$ cat src/rtl/rotary_pkg.sv
// rotary_pkg: shared types for the rotary encoder front end.
//   quad_t     - debounced A/B position, encoded {A,B}
//   dir_t      - detent direction produced by the quadrature FSM
//   ACC_W      - width of the signed sub-step accumulator
//   quad_phase - maps a Gray position onto its 0..3 phase (S00=0, S10=1, S11=2, S01=3)
package rotary_pkg;
  typedef enum logic [1:0] {S00 = 2'b00, S01 = 2'b01, S10 = 2'b10, S11 = 2'b11} quad_t;
  typedef enum logic [1:0] {DIR_NONE = 2'd0, DIR_CW = 2'd1, DIR_CCW = 2'd2} dir_t;
  localparam int ACC_W = 3;
  localparam logic signed [ACC_W:0] ACC_ONE = (ACC_W + 1)'(1);
  localparam logic signed [ACC_W:0] ACC_FULL = (ACC_W + 1)'(4);
  function automatic logic [1:0] quad_phase(input quad_t s);
    return {s[0], s[1] ^ s[0]};
  endfunction
endpackage

$ cat src/rtl/debounce_filter.sv
// debounce_filter: 2-flop synchroniser plus stability counter for one raw input.
//   clk, rst (async, active low), din (raw asynchronous input),
//   dout (debounced level; changes after DEBOUNCE_CYC consecutive differing cycles)
module debounce_filter #(
  parameter int DEBOUNCE_CYC = 16
) (
  input  logic clk,
  input  logic rst,
  input  logic din,
  output logic dout
);
  localparam int CW = $clog2(DEBOUNCE_CYC + 1);
  logic [1:0]    sync_q, sync_d;
  logic [CW-1:0] cnt_q, cnt_d;
  logic          deb_q, deb_d;
  logic          hit;
  always_comb begin
    sync_d = {sync_q[0], din};
    hit    = (sync_q[1] != deb_q) && (cnt_q == CW'(DEBOUNCE_CYC - 1));
    cnt_d  = (sync_q[1] == deb_q || hit) ? '0 : cnt_q + 1'b1;
    deb_d  = hit ? sync_q[1] : deb_q;
  end
  always_ff @(posedge clk or negedge rst)
    if (!rst) begin
      sync_q <= '0;
      cnt_q  <= '0;
      deb_q  <= 1'b0;
    end else begin
      sync_q <= sync_d;
      cnt_q  <= cnt_d;
      deb_q  <= deb_d;
    end
  assign dout = deb_q;
endmodule

$ cat src/rtl/rotary_quad_decoder.sv
// rotary_quad_decoder: debounced A/B quadrature + push-switch decoder with bounded position counter.
//   clk, rst (async, active low), rotA/rotB/rotCenter (raw encoder pins),
//   en (enables count and step/press pulses), clr (sync load of CNT_INIT),
//   count (position), step_cw/step_ccw (detent pulses), press (press pulse),
//   held (debounced switch level), quad_err (illegal A/B transition pulse).
//   Optional ROT_ACCEL_EN: detents closer than ACCEL_WINDOW cycles move the count by ACCEL_STEP.
module rotary_quad_decoder
  import rotary_pkg::*;
#(
  parameter int CNT_W        = 8,
  parameter int CNT_MIN      = 0,
  parameter int CNT_MAX      = 255,
  parameter int CNT_INIT     = 0,
  parameter bit WRAP         = 1'b1,
  parameter int DEBOUNCE_CYC = 16,
  parameter int ACCEL_WINDOW = 50000,
  parameter int ACCEL_STEP   = 4
) (
  input  logic             clk,
  input  logic             rst,
  input  logic             rotA,
  input  logic             rotB,
  input  logic             rotCenter,
  input  logic             en,
  input  logic             clr,
  output logic [CNT_W-1:0] count,
  output logic             step_cw,
  output logic             step_ccw,
  output logic             press,
  output logic             held,
  output logic             quad_err
);
  logic a_db, b_db, c_db;
  debounce_filter #(.DEBOUNCE_CYC(DEBOUNCE_CYC)) u_db_a (.clk(clk), .rst(rst), .din(rotA), .dout(a_db));
  debounce_filter #(.DEBOUNCE_CYC(DEBOUNCE_CYC)) u_db_b (.clk(clk), .rst(rst), .din(rotB), .dout(b_db));
  debounce_filter #(.DEBOUNCE_CYC(DEBOUNCE_CYC)) u_db_c (.clk(clk), .rst(rst), .din(rotCenter), .dout(c_db));

  quad_t                   st_q, st_d, in_st;
  logic signed [ACC_W-1:0] acc_q, acc_d;
  dir_t                    det_q, det_d;
  logic                    qerr_q, qerr_d;
  logic [1:0]              di;
  logic signed [ACC_W:0]   stp, sum;

  // Quadrature FSM: phase difference 1 = forward, 3 = reverse, 2 = both bits moved.
  always_comb begin
    in_st  = quad_t'({a_db, b_db});
    di     = quad_phase(in_st) - quad_phase(st_q);
    stp    = (di == 2'd1) ? ACC_ONE : (di == 2'd3) ? -ACC_ONE : '0;
    sum    = {acc_q[ACC_W-1], acc_q} + stp;
    st_d   = in_st;
    acc_d  = acc_q;
    det_d  = DIR_NONE;
    qerr_d = 1'b0;
    if (di == 2'd2) begin
      qerr_d = 1'b1;
      acc_d  = '0;
    end else if (in_st != st_q) begin
      if (in_st == S00) begin
        det_d = (sum == ACC_FULL) ? DIR_CW : (sum == -ACC_FULL) ? DIR_CCW : DIR_NONE;
        acc_d = '0;
      end else begin
        acc_d = sum[ACC_W-1:0];
      end
    end
  end

  logic [CNT_W-1:0] count_q, count_d;
  logic             step_cw_q, step_cw_d, step_ccw_q, step_ccw_d;
  logic             press_q, press_d, c_prev_q, c_prev_d;
  logic             fast;
  int               step_amt, nxt, lim;

`ifdef ROT_ACCEL_EN
  localparam int TW = $clog2(ACCEL_WINDOW + 1);
  logic [TW-1:0] tmr_q, tmr_d;
  always_comb begin
    fast  = tmr_q < TW'(ACCEL_WINDOW);
    tmr_d = (det_q != DIR_NONE) ? '0 : fast ? tmr_q + 1'b1 : tmr_q;
  end
  always_ff @(posedge clk or negedge rst)
    if (!rst) tmr_q <= TW'(ACCEL_WINDOW);
    else      tmr_q <= tmr_d;
`else
  // No timer: a window is never negative, so every detent is slow.
  assign fast = ACCEL_WINDOW < 0;
`endif

  // Detent applied one edge after S00 entry; bounds handled in int to see the overshoot.
  always_comb begin
    step_amt   = fast ? ACCEL_STEP : 1;
    nxt        = int'(count_q) + ((det_q == DIR_CW) ? step_amt : (det_q == DIR_CCW) ? -step_amt : 0);
    lim        = (nxt > CNT_MAX) ? (WRAP ? CNT_MIN + nxt - CNT_MAX - 1 : CNT_MAX)
               : (nxt < CNT_MIN) ? (WRAP ? CNT_MAX - (CNT_MIN - nxt) + 1 : CNT_MIN)
               : nxt;
    count_d    = clr ? CNT_W'(CNT_INIT) : (en && det_q != DIR_NONE) ? CNT_W'(lim) : count_q;
    step_cw_d  = en && (det_q == DIR_CW);
    step_ccw_d = en && (det_q == DIR_CCW);
    press_d    = en && c_db && !c_prev_q;
    c_prev_d   = c_db;
  end

  always_ff @(posedge clk or negedge rst)
    if (!rst) begin
      st_q       <= S00;
      acc_q      <= '0;
      det_q      <= DIR_NONE;
      qerr_q     <= 1'b0;
      count_q    <= CNT_W'(CNT_INIT);
      step_cw_q  <= 1'b0;
      step_ccw_q <= 1'b0;
      press_q    <= 1'b0;
      c_prev_q   <= 1'b0;
    end else begin
      st_q       <= st_d;
      acc_q      <= acc_d;
      det_q      <= det_d;
      qerr_q     <= qerr_d;
      count_q    <= count_d;
      step_cw_q  <= step_cw_d;
      step_ccw_q <= step_ccw_d;
      press_q    <= press_d;
      c_prev_q   <= c_prev_d;
    end

  assign count    = count_q;
  assign step_cw  = step_cw_q;
  assign step_ccw = step_ccw_q;
  assign press    = press_q;
  assign held     = c_db;
  assign quad_err = qerr_q;
endmodule
$ cat config.mk
export PLATFORM = sky130hd
export DESIGN_NAME = rotary_quad_decoder
export DESIGN_NICKNAME = d
export VERILOG_FILES = /design/src/rtl/rotary_pkg.sv /design/src/rtl/debounce_filter.sv /design/src/rtl/rotary_quad_decoder.sv
export SDC_FILE = /design/constraint.sdc
export NUM_CORES = 1
export LEC_CHECK = 0
export ABC_CLOCK_PERIOD_IN_PS = 2500
export CAP_MARGIN = 10
export CORE_AREA = 2 2 69 71
export CTS_BUF_LIST = sky130_fd_sc_hd__clkbuf_4 sky130_fd_sc_hd__clkbuf_8 sky130_fd_sc_hd__clkbuf_16
export DETAILED_ROUTE_END_ITERATION = 16
export DIE_AREA = 0 0 71 73
export GPL_TIMING_DRIVEN = 0
export PLACE_DENSITY_LB_ADDON = 0.15
export SYNTH_ARGS = -nofsm -noshare
export SYNTH_HDL_FRONTEND = slang
export SYNTH_SLANG_ARGS = --single-unit
export TNS_END_PERCENT = 30
$ cat constraint.sdc
create_clock -name clk -period 2.5 [get_ports clk]
set_input_delay 0.5 -clock clk [delete_from_list [all_inputs] [get_ports clk]]
set_output_delay 0.5 -clock clk [all_outputs]
set_load 0.005 [all_outputs]
# Yosys cells after proc, flatten, opt, wreduce, memory -nomap -nowiden
# Cells that the tools add are included.
# word_totals
memories	0
ram_bits	0
latchBits	0
ff_bits	44
word_cells	86
romBits	0
# classes
muxes	20
bitwise_logic	2
eq_ne	17
multipliers	0
add_sub_neg	11
n_reduce_logical	16
n_shift	0
n_lt_le_gt_ge	2
div	0
# op_table
op	n
$mux W32	2
$add A9 B32 Y32	1
$gt A32 B9 Y1 const B	1
$lt A32 B1 Y1 const B	1
$mux W8	4
$sub A1 B8 Y8 const A	2
$add A5 B1 Y5 const B	3
$eq A5 B4 Y1 const B	3
$mux W5	3
$mux W2	5
$mux W3	3
$add A8 B2 Y8 const B	1
$logic_and A1 B1 Y1	8
$mux W4	2
$sub A8 B1 Y8 const B	1
$sub A8 B2 Y8 const B	1
$eq A2 B2 Y1 const B	3
$reduce_bool A2 Y1	3
$add A4 B4 Y4	1
$eq A2 B1 Y1 const B	2
$eq A4 B3 Y1 const B	1
$eq A4 B4 Y1 const B	1
$eq A1 B1 Y1	3
$logic_or A1 B1 Y1	3
7 further kinds	10

# Longest topological paths before layout
# Gate-level depths: netlist of run 1.
# depth
depth_word	12
ltp_mapped	12

# Modules after synthesis
# Synthesis of run 1 repeated with hierarchy kept, for this count alone.
# unflattened
hier_cells	205
hier_area_um2	2277.2
# by_module_without_submodules
module	cells_per_inst	n_inst	seq_area_each_um2	area_per_inst_um2
rotary_quad_decoder	136	1	500.5	1316.3
debounce_filter	23	3	200.2	320.3

# Worst setup path before layout of run 1
# No wires, ideal clock.
# synth_timing
path_type	register -> register
start	reg u_db_b.deb_q (netlist: u_db_b.dout)
end	reg acc_q[2]
path_slack_ps	-71
n_path_buf	0
period_less_slack_ps	2571
stages_incl_launch_ff	12
setup_ps	122
t_required_ps	2378
t_arrival_ps	2450
path_cell_list	dfrtp_1 -> inv_1 -> ha_1 -> inv_1 -> ha_1 -> xnor3_2 -> nor2_4 -> xor2_1 -> ha_1 -> nor4_1 -> o21ai_0 -> a32o_1
# synth_between
elab_chain_len	9
elab_cells_between_ends	14
classes_between	add/sub (2); eq/ne (4); mux (5); bitwise (1); reduce/logical (2)
# synth_lines
element	line	rtl
start: declaration	debounce_filter.sv:15	logic deb_q, deb_d;
start signal: assignment	debounce_filter.sv:27	deb_q <= 1'b0;
start signal: assignment	debounce_filter.sv:31	deb_q <= deb_d;
$xor A1 B1 Y1	rotary_pkg.sv:13	return {s[0], s[1] ^ s[0]};
$sub A2 B2 Y2	rotary_quad_decoder.sv:48	di = quad_phase(in_st) - quad_phase(st_q);
$eq A2 B2 Y1	rotary_quad_decoder.sv:49	stp = (di == 2'd1) ? ACC_ONE : (di == 2'd3) ? -ACC_ONE : '0;
$mux W4 (2 in a row)	rotary_quad_decoder.sv:49	
$add A4 B4 Y4	rotary_quad_decoder.sv:50	sum = {acc_q[ACC_W-1], acc_q} + stp;
$mux W3	rotary_quad_decoder.sv:59	if (in_st == S00) begin
$mux W3	rotary_quad_decoder.sv:58	end else if (in_st != st_q) begin
$mux W3	rotary_quad_decoder.sv:55	if (di == 2'd2) begin
end signal: assignment	rotary_quad_decoder.sv:106	acc_q <= '0;
end signal: assignment	rotary_quad_decoder.sv:116	acc_q <= acc_d;
end: declaration	rotary_quad_decoder.sv:39	logic signed [ACC_W-1:0] acc_q, acc_d;
# Parallel ways exist; a longest one is shown, timed or not. The select of a mux whose other input is x is not followed.
# A chain may end at the register's enable or synchronous reset.

# Worst setup path in the final report of run 1
# layout_timing
start	reg det_q[1]
end	reg count_q[7] (netlist: count[7])
# layout_between
elab_chain_len	11
elab_cells_between_ends	19
classes_between	add/sub (6); order compare (2); eq/ne (2); mux (6); reduce/logical (3)
# layout_lines
element	line	rtl
start: declaration	rotary_quad_decoder.sv:40	dir_t det_q, det_d;
start signal: assignment	rotary_quad_decoder.sv:117	det_q <= det_d;
$eq A2 B2 Y1	rotary_quad_decoder.sv:92	nxt = int'(count_q) + ((det_q == DIR_CW) ? step_amt : (det_q == DIR_CCW) ? -step_amt : 0);
$mux W32 (2 in a row)	rotary_quad_decoder.sv:92	
$add A9 B32 Y32	rotary_quad_decoder.sv:92	
$sub A1 B8 Y8 (2 in a row)	rotary_quad_decoder.sv:94	: (nxt < CNT_MIN) ? (WRAP ? CNT_MAX - (CNT_MIN - nxt) + 1 : CNT_MIN)
$add A8 B2 Y8	rotary_quad_decoder.sv:94	
$mux W8	rotary_quad_decoder.sv:94	
$mux W8	rotary_quad_decoder.sv:93	lim = (nxt > CNT_MAX) ? (WRAP ? CNT_MIN + nxt - CNT_MAX - 1 : CNT_MAX)
$mux W8 (2 in a row)	rotary_quad_decoder.sv:96	count_d = clr ? CNT_W'(CNT_INIT) : (en && det_q != DIR_NONE) ? CNT_W'(lim) : count_q;
end signal: assignment	rotary_quad_decoder.sv:109	count_q <= CNT_W'(CNT_INIT);
end signal: assignment	rotary_quad_decoder.sv:119	count_q <= count_d;
end: declaration	rotary_quad_decoder.sv:68	logic [CNT_W-1:0] count_q, count_d;
# Parallel ways exist; a longest one is shown, timed or not. The select of a mux whose other input is x is not followed.

==> results of run 1 <==
[critical path, stage by stage (launching register included)]
cell      delay (ns)
dfrtp_1         0.42
inv_1           0.09
ha_1            0.28
ha_1            0.24
a211oi_2        0.28
o21ai_0         0.14
a31oi_1         0.22
mux2i_1         0.29
mux2_2          0.36
[metrics by stage]
step / power [mW] / std cells
2_1_floorplan: 0.777 / 207
5_1_grt: 1.42 / 301
6_report: 1.35 / 301
4_1_cts: 1.38 / 294
3_3_place_gp: 0.809 / 280
3_5_place_dp: 0.813 / 281
[state kept, by name, summed over array words and instances (netlist names)]
name           count
count              8
u_db_a.cnt_q       5
u_db_b.cnt_q       5
u_db_c.cnt_q       5
acc_q              3
det_q              2
st_q               2
u_db_a.sync_q      2
u_db_b.sync_q      2
u_db_c.sync_q      2
c_prev_q           1
press              1
quad_err           1
step_ccw           1
step_cw            1
u_db_a.dout        1
u_db_b.dout        1
u_db_c.dout        1
[power by group through the flow]
stage	Sequential, mW	Clock [mW]	Combinational, mW
floorplan	0.751	0	0.0270
global placement	0.752	0	0.0564
detailed placement	0.753	0	0.0606
CTS	0.739	0.579	0.0613
global route	0.742	0.606	0.0707
finish	0.738	0.552	0.0588
[what timing repair did]
action,4_1_cts,5_1_grt
setup endpoints to repair,4,4
resized for setup,8,8
pin swaps,3,9
buffers inserted,5,7
endpoints found under the hold margin,0,0
[logic make-up (layout without fill, tap and decap cells)]
kind of cell,after synthesis,after routing,synth area share [%]
compound gates,32,32,9.34
xor+xnor,16,16,7.06
fa+ha+maj,22,22,12.9
buf+inv,17,57,2.90
flops,44,44,50.1
mux,3,3,1.48
simple gates,73,73,16.2
[cells in the mapped netlist (3+ instances only)]
library cell   n  area share (%)
inv_1         14             2.4
ha_1          21              12
nand3_1        5             1.1
nor3_1         4            0.91
nand2_1       18             3.1
xnor2_1        5             2.0
a31oi_1        3            0.85
o21ai_0        7             1.6
and2_1         3            0.85
a21oi_1        9             2.0
nor2_1        23             3.9
xor2_1        10             4.0
nand2b_1       6             1.7
and3_1         3            0.85
nor2b_1        4             1.1
dfrtp_1       44              50
[metal layers]
layer	routed length, um	up-vias
met5	0	-
met4	65	0
met3	117	6
met2	1750	18
met1	1800	731
li1	-	779
[final cells by class]
type / count / share of cell area [%]
multi-input cells: 146 / 40.2
flip-flops and latches: 44 / 40.0
repair buffers: 32 / 10.7
clock buffers: 5 / 2.50
well taps: 54 / 2.46
inverters: 14 / 1.91
clock inverters: 3 / 1.73
plain buffers: 3 / 0.409
[worst max-delay path by stage]
stage	from	end	slack, ns
2_1_floorplan	u_db_b.dout	det_q[1]	0.006
3_3_place_gp	rst	u_db_a.sync_q[0]	-0.30
3_5_place_dp	u_db_a.dout	acc_q[2]	-0.20
4_1_cts	u_db_a.dout	det_q[1]	0.01
5_1_grt	det_q[1]	count[7]	-0.04
6_report	det_q[1]	count[7]	0.08
==> impl_metrics.env, run 1 <==
export IMPL_r2r_start="det_q[1]"
export IMPL_clkPwrFrac_pct=40.9
export IMPL_die_y_um=73
export IMPL_dpl_cell_area_um2=2480
export IMPL_synth_cells=207
export IMPL_final_cell_mix="dfrtp_1 (44), nor2_1 (23), nand2_1 (18), clkdlybuf4s50_1 (18), ha_1 (17)"
export IMPL_peakVddDrop_mv=0.280
export IMPL_seq_area_um2=1100
export IMPL_grt_busiest_layer="met2"
export IMPL_finalHoldWorstSlack_ns=0.0693
export IMPL_track_usage_pct=16.3
export IMPL_drtIter0Drc=62
export IMPL_max_slew_worst_pin_slew_ns=0.472
export IMPL_dr_pass1_iters=4
export IMPL_grt_util_met1_pct=21.3
export IMPL_crit_fanout=3
export IMPL_rr_worst_depth=8
export IMPL_worstSetupStartpointType="flop"
export IMPL_drive_gt1_share_pct=15.4
export IMPL_syn_area_um2=2200
export IMPL_p_sw_share_pct=21.9
export IMPL_synth_edf_count=0
export IMPL_hpwl_mm=2.55
export IMPL_p_leak_nw=1.33
export IMPL_power_switching_mw=0.295
export IMPL_drv_slew=0
export IMPL_wire_per_inst_um=12.4
export IMPL_clk_insertion_delay_late_ns=0.30
export IMPL_worst_ep_arrival_time_ns=2.61
export IMPL_end_kind="flop"
export IMPL_power_density_nw_per_um2=490
export IMPL_clk_path_buf_depth=2
export IMPL_crit_required_ns=2.68
export IMPL_via_count=1534
export IMPL_nNetsFinal=275
export IMPL_synth_distinct_cells=36
export IMPL_fin_util_pct=60.7
export IMPL_fin_crit_ns=2.42
export IMPL_gp_congestion=0.819
export IMPL_combPwrFrac_pct=4.4
export IMPL_grt_setup_unrepaired="true"
export IMPL_design_area_um2=2750
export IMPL_synth_warnings=0
export IMPL_max_freq_mhz=412
export IMPL_regToRegSetupSlack_ns=0.08
export IMPL_finalHoldViolations=0
export IMPL_synth_ff_type="dfrtp_1"
export IMPL_drt_wl_total_mm=3.73
export IMPL_grt_pass1_vias=1469
export IMPL_die_area_um2=5180
export IMPL_setup_ws_ns=0.0752
export IMPL_grt_pass1_wl_mm=6.57
export IMPL_core_um2=4540
export IMPL_status="complete, no violations"
export IMPL_synth_seq_cells=44
export IMPL_layout_commonest_cell="dfrtp_1"
export IMPL_synth_avg_cell_area_um2=10.6
export IMPL_nFillCells=374
export IMPL_start_util_pct=48.4
export IMPL_antenna_found_initial=0
export IMPL_slew_headroom_pct=68.6
export IMPL_io_pins=20
export IMPL_grt_max_degree=35
export IMPL_syn_nets=236
export IMPL_timing_final_crit_share_pct=97.0
export IMPL_hold_buffers=0
export IMPL_clk_pin_slew_ns=0.09
export IMPL_yosysSeqAreaShare_pct=50.1
export IMPL_ant_nets=0
export IMPL_seqPwrFrac_pct=54.7
export IMPL_setup_viol=0
export IMPL_tritoncts_num_buffers=5
export IMPL_maxCapViolations=0
export IMPL_crit_type="flop to flop"
export IMPL_synthToLayoutAreaGrowth_pct=25.2
export IMPL_fin_worst_skew_ns=0.00632
export IMPL_die_w_um=71
export IMPL_hold_path_class="input port to async pin"
export IMPL_async_flop_share_pct=100
export IMPL_h_tree_depth=2
export IMPL_viasPerCell=5.10
export IMPL_drc=0
export IMPL_clkSinkCount=44
export IMPL_multi_input_area_um2=1110
export IMPL_port_buffers=19
export IMPL_grt_use_met3_pct=4.83
export IMPL_r2r_end="count[7]"
export IMPL_intPower_mw=1.05
export IMPL_cts_tree="built"
export IMPL_rows=25
export IMPL_num_antenna_cells=0
export IMPL_grt_ovfl_total=0
export IMPL_fin_tns_setup_ns=0
export IMPL_place_ws_ns=-0.202
export IMPL_root_buffer="clkbuf_8"
export IMPL_met2_usage_pct=25.5
Power figures use the tool's default switching activity.
==> inputs of run 2 (changes only) <==
- ABC_AREA: not set -> 1
- CORE_AREA: 2 2 69 71 -> 2 2 70 72
- DIE_AREA: 0 0 71 73 -> 0 0 72 74
==> impl_metrics.env, run 2 <==
export IMPL_status="complete, no violations"
export IMPL_synth_avg_cell_area_um2=9.33
export IMPL_slew_headroom_pct=62.3
export IMPL_worstSetupStartpointType="flop"
export IMPL_crit_fanout=5
export IMPL_drt_wl_total_mm=3.80
export IMPL_clkPwrFrac_pct=34.8
export IMPL_clk_pin_slew_ns=0.08
export IMPL_via_count=1641
export IMPL_ant_nets=0
export IMPL_p_sw_share_pct=22.7
export IMPL_setup_viol=0
export IMPL_num_antenna_cells=0
export IMPL_seqPwrFrac_pct=60.7
export IMPL_grt_ovfl_total=0
export IMPL_track_usage_pct=16.1
export IMPL_fin_worst_skew_ns=0.00352
export IMPL_viasPerCell=4.97
export IMPL_grt_pass1_vias=1556
export IMPL_intPower_mw=0.938
export IMPL_syn_area_um2=2270
export IMPL_rows=25
export IMPL_die_area_um2=5330
export IMPL_max_slew_worst_pin_slew_ns=0.559
export IMPL_nNetsFinal=305
export IMPL_grt_pass1_wl_mm=6.63
export IMPL_fin_crit_ns=2.31
export IMPL_largest_reg_flops=8
export IMPL_root_buffer="clkbuf_8"
export IMPL_synth_distinct_cells=28
export IMPL_die_w_um=72
export IMPL_grt_max_degree=36
export IMPL_clk_path_buf_depth=2
export IMPL_yosysTopAreaCell="dfrtp_1"
export IMPL_synth_warnings=0
export IMPL_path_cells="inv_2 -> ha_1 -> inv_1 -> ha_2 -> inv_2 -> nand3_4 -> nand2_1 -> nand2_1 -> inv_1 -> ha_4 -> nor3_2 -> nand3_1 -> clkinv_1 -> nand3_2 -> nor2_1"
export IMPL_place_ws_ns=-0.0463
export IMPL_p_leak_nw=1.39
export IMPL_maxCapViolations=0
export IMPL_slowest_stage="dfrtp_2"
export IMPL_crit_required_ns=2.73
export IMPL_yosysSeqAreaShare_pct=48.6
export IMPL_gp_congestion=0.840
export IMPL_synth_ff_type="dfrtp_1"
export IMPL_synthTopCellsByArea="dfrtp_1 (49%), ha_1 (12%), nand2_1 (7.8%), inv_1 (5.8%), nor2_1 (4.1%)"
export IMPL_yosysMostFrequentCell="nand2_1"
export IMPL_combPwrFrac_pct=4.5
export IMPL_end_kind="flop"
export IMPL_start_util_pct=49.3
export IMPL_power_switching_mw=0.276
export IMPL_port_buffers=19
export IMPL_power_density_nw_per_um2=450
export IMPL_synth_seq_cells=44
export IMPL_hold_path_class="input port to async pin"
export IMPL_drtIter0Drc=74
export IMPL_wire_per_inst_um=11.5
export IMPL_finalHoldViolations=0
export IMPL_antenna_found_initial=0
export IMPL_setup_ws_ns=0.193
export IMPL_cts_tree="built"
export IMPL_crit_type="flop to flop"
export IMPL_synth_edf_count=0
export IMPL_slowest_delay_ns=0.44
export IMPL_final_cell_mix="nand2_1 (47), dfrtp_1 (42), inv_1 (34), nor2_1 (25), ha_1 (19)"
export IMPL_worst_ep_arrival_time_ns=2.54
export IMPL_h_tree_depth=2
export IMPL_max_freq_mhz=433
export IMPL_syn_nets=272
export IMPL_drv_slew=0
export IMPL_clkSinkCount=44
export IMPL_io_pins=20
export IMPL_synth_cells=243
export IMPL_peakVddDrop_mv=0.244
export IMPL_tritoncts_num_buffers=5
export IMPL_crit_buf_inv=5
export IMPL_hpwl_mm=2.71
export IMPL_die_y_um=74
export IMPL_ys_top_cells_by_count="nand2_1 (47), dfrtp_1 (44), inv_1 (35), nor2_1 (25), ha_1 (21)"
export IMPL_crit_family="adder cells"
export IMPL_clk_insertion_delay_late_ns=0.29
export IMPL_timing_final_crit_share_pct=92.3
export IMPL_async_flop_share_pct=100
export IMPL_synthDominantCellAreaShare_pct=48.6
export IMPL_fin_tns_setup_ns=0
export IMPL_dr_pass1_iters=4
export IMPL_core_um2=4600
export IMPL_drive_gt1_share_pct=12.7
export IMPL_synthToLayoutAreaGrowth_pct=19.0
export IMPL_layout_commonest_cell="nand2_1"
export IMPL_fin_util_pct=58.7
export IMPL_drc=0
-- run 2: path summary, 6_finish.rpt --
kind                                   from               end  slack (ns)  cells past startpoint
max                             u_db_b.dout          det_q[1]        0.19                     15
min                                     rst   u_db_c.cnt_q[2]        0.06                      1
max reg2reg                     u_db_b.dout          det_q[1]        0.19                     15
min reg2reg                u_db_c.sync_q[0]  u_db_c.sync_q[1]        0.35                      0
max in group asynchronous               rst       u_db_a.dout        1.97                      2
min in group clk           u_db_c.sync_q[0]  u_db_c.sync_q[1]        0.35                      0
-- run 2: worst register-to-register path, cell delays in order (launching register included) --
cell      delay (ns)
dfrtp_2         0.44
inv_2           0.09
ha_1            0.22
inv_1           0.06
ha_2            0.28
inv_2           0.14
nand3_4         0.11
nand2_1         0.09
nand2_1         0.06
inv_1           0.09
ha_4            0.21
nor3_2          0.10
nand3_1         0.10
clkinv_1        0.07
nand3_2         0.08
nor2_1          0.10
-- run 2: layer usage --
layer  track usage, %  part of all wire [%]  vias to the layer above
met3             4.47                   3.7                        8
met1             21.0                    47                      763
met2             25.5                    48                       23
met4             6.92                   1.7                        0
met5                0                     0                        -
li1                 -                     -                      847
-- run 2: area by class of cell --
type / instances / area (um2)
clock buffers: 5 / 68.8
clock inverters: 2 / 12.5
fillers: 416 / 1900
inverters: 39 / 146
multi-input cells: 160 / 1050
flip-flops and latches: 44 / 1100
well taps: 54 / 67.6
repair buffers: 26 / 250
-- run 2: cells by family (layout without fill, tap and decap cells) --
group | after synthesis | after routing | synth area share (%)
DFF | 44 | 44 | 48.6
and+or+nand+nor | 102 | 102 | 22.2
xor gates and xnor gates | 7 | 7 | 2.70
buffers and inverters | 39 | 72 | 6.46
adders and majority gates | 22 | 22 | 12.5
muxes | 1 | 1 | 0.497
AOI/OAI and AO/OA | 28 | 28 | 7.06
-- run 2: what timing repair did --
action,4_1_cts,5_1_grt
setup endpoints to repair,2,2
endpoints found under the hold margin,0,0
resized for setup,1,6
pin swaps,0,1
hold buffers,0,0
buffers inserted,0,6
-- run 2: per-stage QoR --
| step | power (mW) | hold slack (ns) | cell area (um2) | cells |
|---|---|---|---|---|
| floorplan | 0.772 | 0.204 | 2270 | 243 |
| global placement | 0.803 | 0.333 | 2520 | 316 |
| detailed placement | 0.807 | 0.335 | 2540 | 317 |
| CTS | 1.24 | 0.0667 | 2620 | 324 |
| global route | 1.27 | 0.0724 | 2700 | 330 |
| finish | 1.21 | 0.0639 | 2700 | 330 |
-- run 2: power by group through the flow --
stage	clock, mW	combinational [mW]	sequential (mW)
finish	0.423	0.0541	0.738
global route	0.469	0.0641	0.740
CTS	0.443	0.0558	0.738
detailed placement	0	0.0555	0.752
global placement	0	0.0516	0.752
floorplan	0	0.0225	0.750
==> inputs of run 3 (changes only) <==
- ABC_CLOCK_PERIOD_IN_PS: 2500 -> 2400
- CORE_AREA: 2 2 70 72 -> 2 2 67 69
- DIE_AREA: 0 0 72 74 -> 0 0 69 71
- clock period: 2.5 -> 2.4 ns (I/O delays scaled with it)
==> impl_metrics.env, run 3 (synthesized netlist as in run 2, its figures left out) <==
export IMPL_status="complete, no violations"
export IMPL_grt_setup_unrepaired="false"
export IMPL_met3_length_um=123
export IMPL_drc=0
export IMPL_rows=24
export IMPL_crit_start="u_db_b.dout"
export IMPL_dr_pass1_iters=6
export IMPL_hold_buffers=0
export IMPL_r2r_start="u_db_b.dout"
export IMPL_wl_met1_mm=1.74
export IMPL_worst_ep_arrival_time_ns=2.46
export IMPL_crit_family="simple AND/OR/NAND/NOR gates"
export IMPL_drtIter0Drc=99
export IMPL_p_leak_nw=1.39
export IMPL_crit_fanout=5
export IMPL_worstSetupStartpointType="flop"
export IMPL_end_kind="flop"
export IMPL_grt_pass1_wl_mm=6.96
export IMPL_crit_type="flop to flop"
export IMPL_crit_required_ns=2.62
export IMPL_hpwl_mm=2.70
export IMPL_track_usage_pct=17.6
export IMPL_fin_crit_ns=2.23
export IMPL_wl_met2_mm=1.75
export IMPL_grt_pass1_vias=1587
export IMPL_seq_area_um2=1100
export IMPL_final_cell_mix="nand2_1 (47), dfrtp_1 (43), inv_1 (34), nor2_1 (25), ha_1 (19)"
export IMPL_drv_slew=0
export IMPL_drive_gt1_share_pct=11.4
export IMPL_slew_headroom_pct=62.3
export IMPL_tritoncts_num_buffers=5
export IMPL_core_um2=4200
export IMPL_port_buffers=19
export IMPL_crit_buf_inv=4
export IMPL_finalPower_mw=1.26
export IMPL_clk_path_buf_depth=2
export IMPL_power_density_nw_per_um2=474
export IMPL_largest_reg_flops=8
export IMPL_start_util_pct=53.9
export IMPL_io_pins=20
export IMPL_root_buffer="clkbuf_8"
export IMPL_setup_viol=0
export IMPL_top_layer="met4"
export IMPL_nNetsFinal=302
export IMPL_drt_wl_total_mm=3.65
export IMPL_clkSinkCount=44
export IMPL_critical_path_cell_count=15
export IMPL_hold_path_class="input port to async pin"
export IMPL_nFillCells=359
export IMPL_setup_ws_ns=0.167
export IMPL_slowest_stage="dfrtp_2"
export IMPL_max_slew_worst_pin_slew_ns=0.559
export IMPL_fin_worst_skew_ns=0.00441
export IMPL_h_tree_depth=2
export IMPL_wire_per_inst_um=11.2
export IMPL_rr_worst_depth=15
export IMPL_ant_nets=0
export IMPL_grt_max_degree=34
export IMPL_clk_pin_slew_ns=0.08
export IMPL_cts_tree="built"
export IMPL_synthToLayoutAreaGrowth_pct=17.7
export IMPL_regToRegSetupSlack_ns=0.17
export IMPL_multi_input_area_um2=1040
export IMPL_grt_ovfl_total=0
export IMPL_path_cells="inv_4 -> ha_1 -> inv_1 -> ha_2 -> nand3b_4 -> nand3_4 -> nand2_1 -> nand2_1 -> inv_1 -> ha_4 -> nor3_2 -> nand3_1 -> clkinv_1 -> nand3_2 -> nor2_1"
export IMPL_die_y_um=71
export IMPL_place_ws_ns=-0.165
export IMPL_peakVddDrop_mv=0.364
export IMPL_num_antenna_cells=0
export IMPL_timing_final_crit_share_pct=93.0
export IMPL_via_count=1616
export IMPL_antenna_found_initial=0
export IMPL_slowest_delay_ns=0.43
export IMPL_maxCapViolations=0
export IMPL_max_freq_mhz=448
export IMPL_clk_insertion_delay_late_ns=0.29
export IMPL_layout_commonest_cell="nand2_1"
export IMPL_die_area_um2=4900
export IMPL_gp_congestion=0.863
export IMPL_die_w_um=69
export IMPL_finalHoldViolations=0
export IMPL_viasPerCell=4.97
export IMPL_fin_tns_setup_ns=0
## run 3: cell count changes in the layout (fill, tap and decap cells not counted), sizes merged
cell,delta
buf,-3
## run 3: worst paths after layout
check / endpoint
worst min-delay path: u_db_c.cnt_q[2]
worst max register to register: det_q[1]
worst max-delay path: det_q[1]
max in group asynchronous: u_db_b.dout
min in group clk: u_db_b.sync_q[1]
worst min register to register: u_db_b.sync_q[1]
## run 3: power breakdown
part	switching (mW)	total (mW)	internal, mW
clock	0.243	0.440	0.197
combinational	0.0334	0.0559	0.0225
sequential	0.0103	0.768	0.758
total	0.287	1.26	0.977
## run 3: metrics by stage
step / utilization [%] / hold WS (ns) / cell area (um2) / std cells
global route: 63.5 / 0.0707 / 2670 / 325
detailed placement: 60.4 / 0.335 / 2540 / 315
floorplan: - / 0.184 / 2270 / 243
finish: 63.5 / 0.0616 / 2670 / 325
CTS: 62.9 / 0.0633 / 2640 / 325
global placement: 60.0 / 0.334 / 2520 / 314
## run 3: layout make-up
cell class / count / share of cell area, %
flip-flops and latches: 44 / 41.3
clock inverters: 2 / 0.469
well taps: 52 / 2.44
multi-input cells: 160 / 39.0
clock buffers: 5 / 2.58
inverters: 39 / 5.68
repair buffers: 23 / 8.54
## run 3: repair_timing
action,4_1_cts,5_1_grt
buffers inserted,3,0
endpoints found under the setup margin,2,2
pin swaps,0,1
resized for setup,2,5
## run 3: worst register-to-register path: stages (launching register included)
cell      delay (ns)
dfrtp_2         0.43
inv_4           0.07
ha_1            0.22
inv_1           0.07
ha_2            0.21
nand3b_4        0.19
nand3_4         0.09
nand2_1         0.08
nand2_1         0.05
inv_1           0.09
ha_4            0.21
nor3_2          0.09
nand3_1         0.11
clkinv_1        0.07
nand3_2         0.08
nor2_1          0.11
## run 3: routing by layer
metal | vias to the layer above | global-route usage, %
met4 | 0 | 5.23
met2 | 21 | 28.2
met1 | 747 | 23.8
met3 | 4 | 4.70
met5 | - | 0
li1 | 844 | -
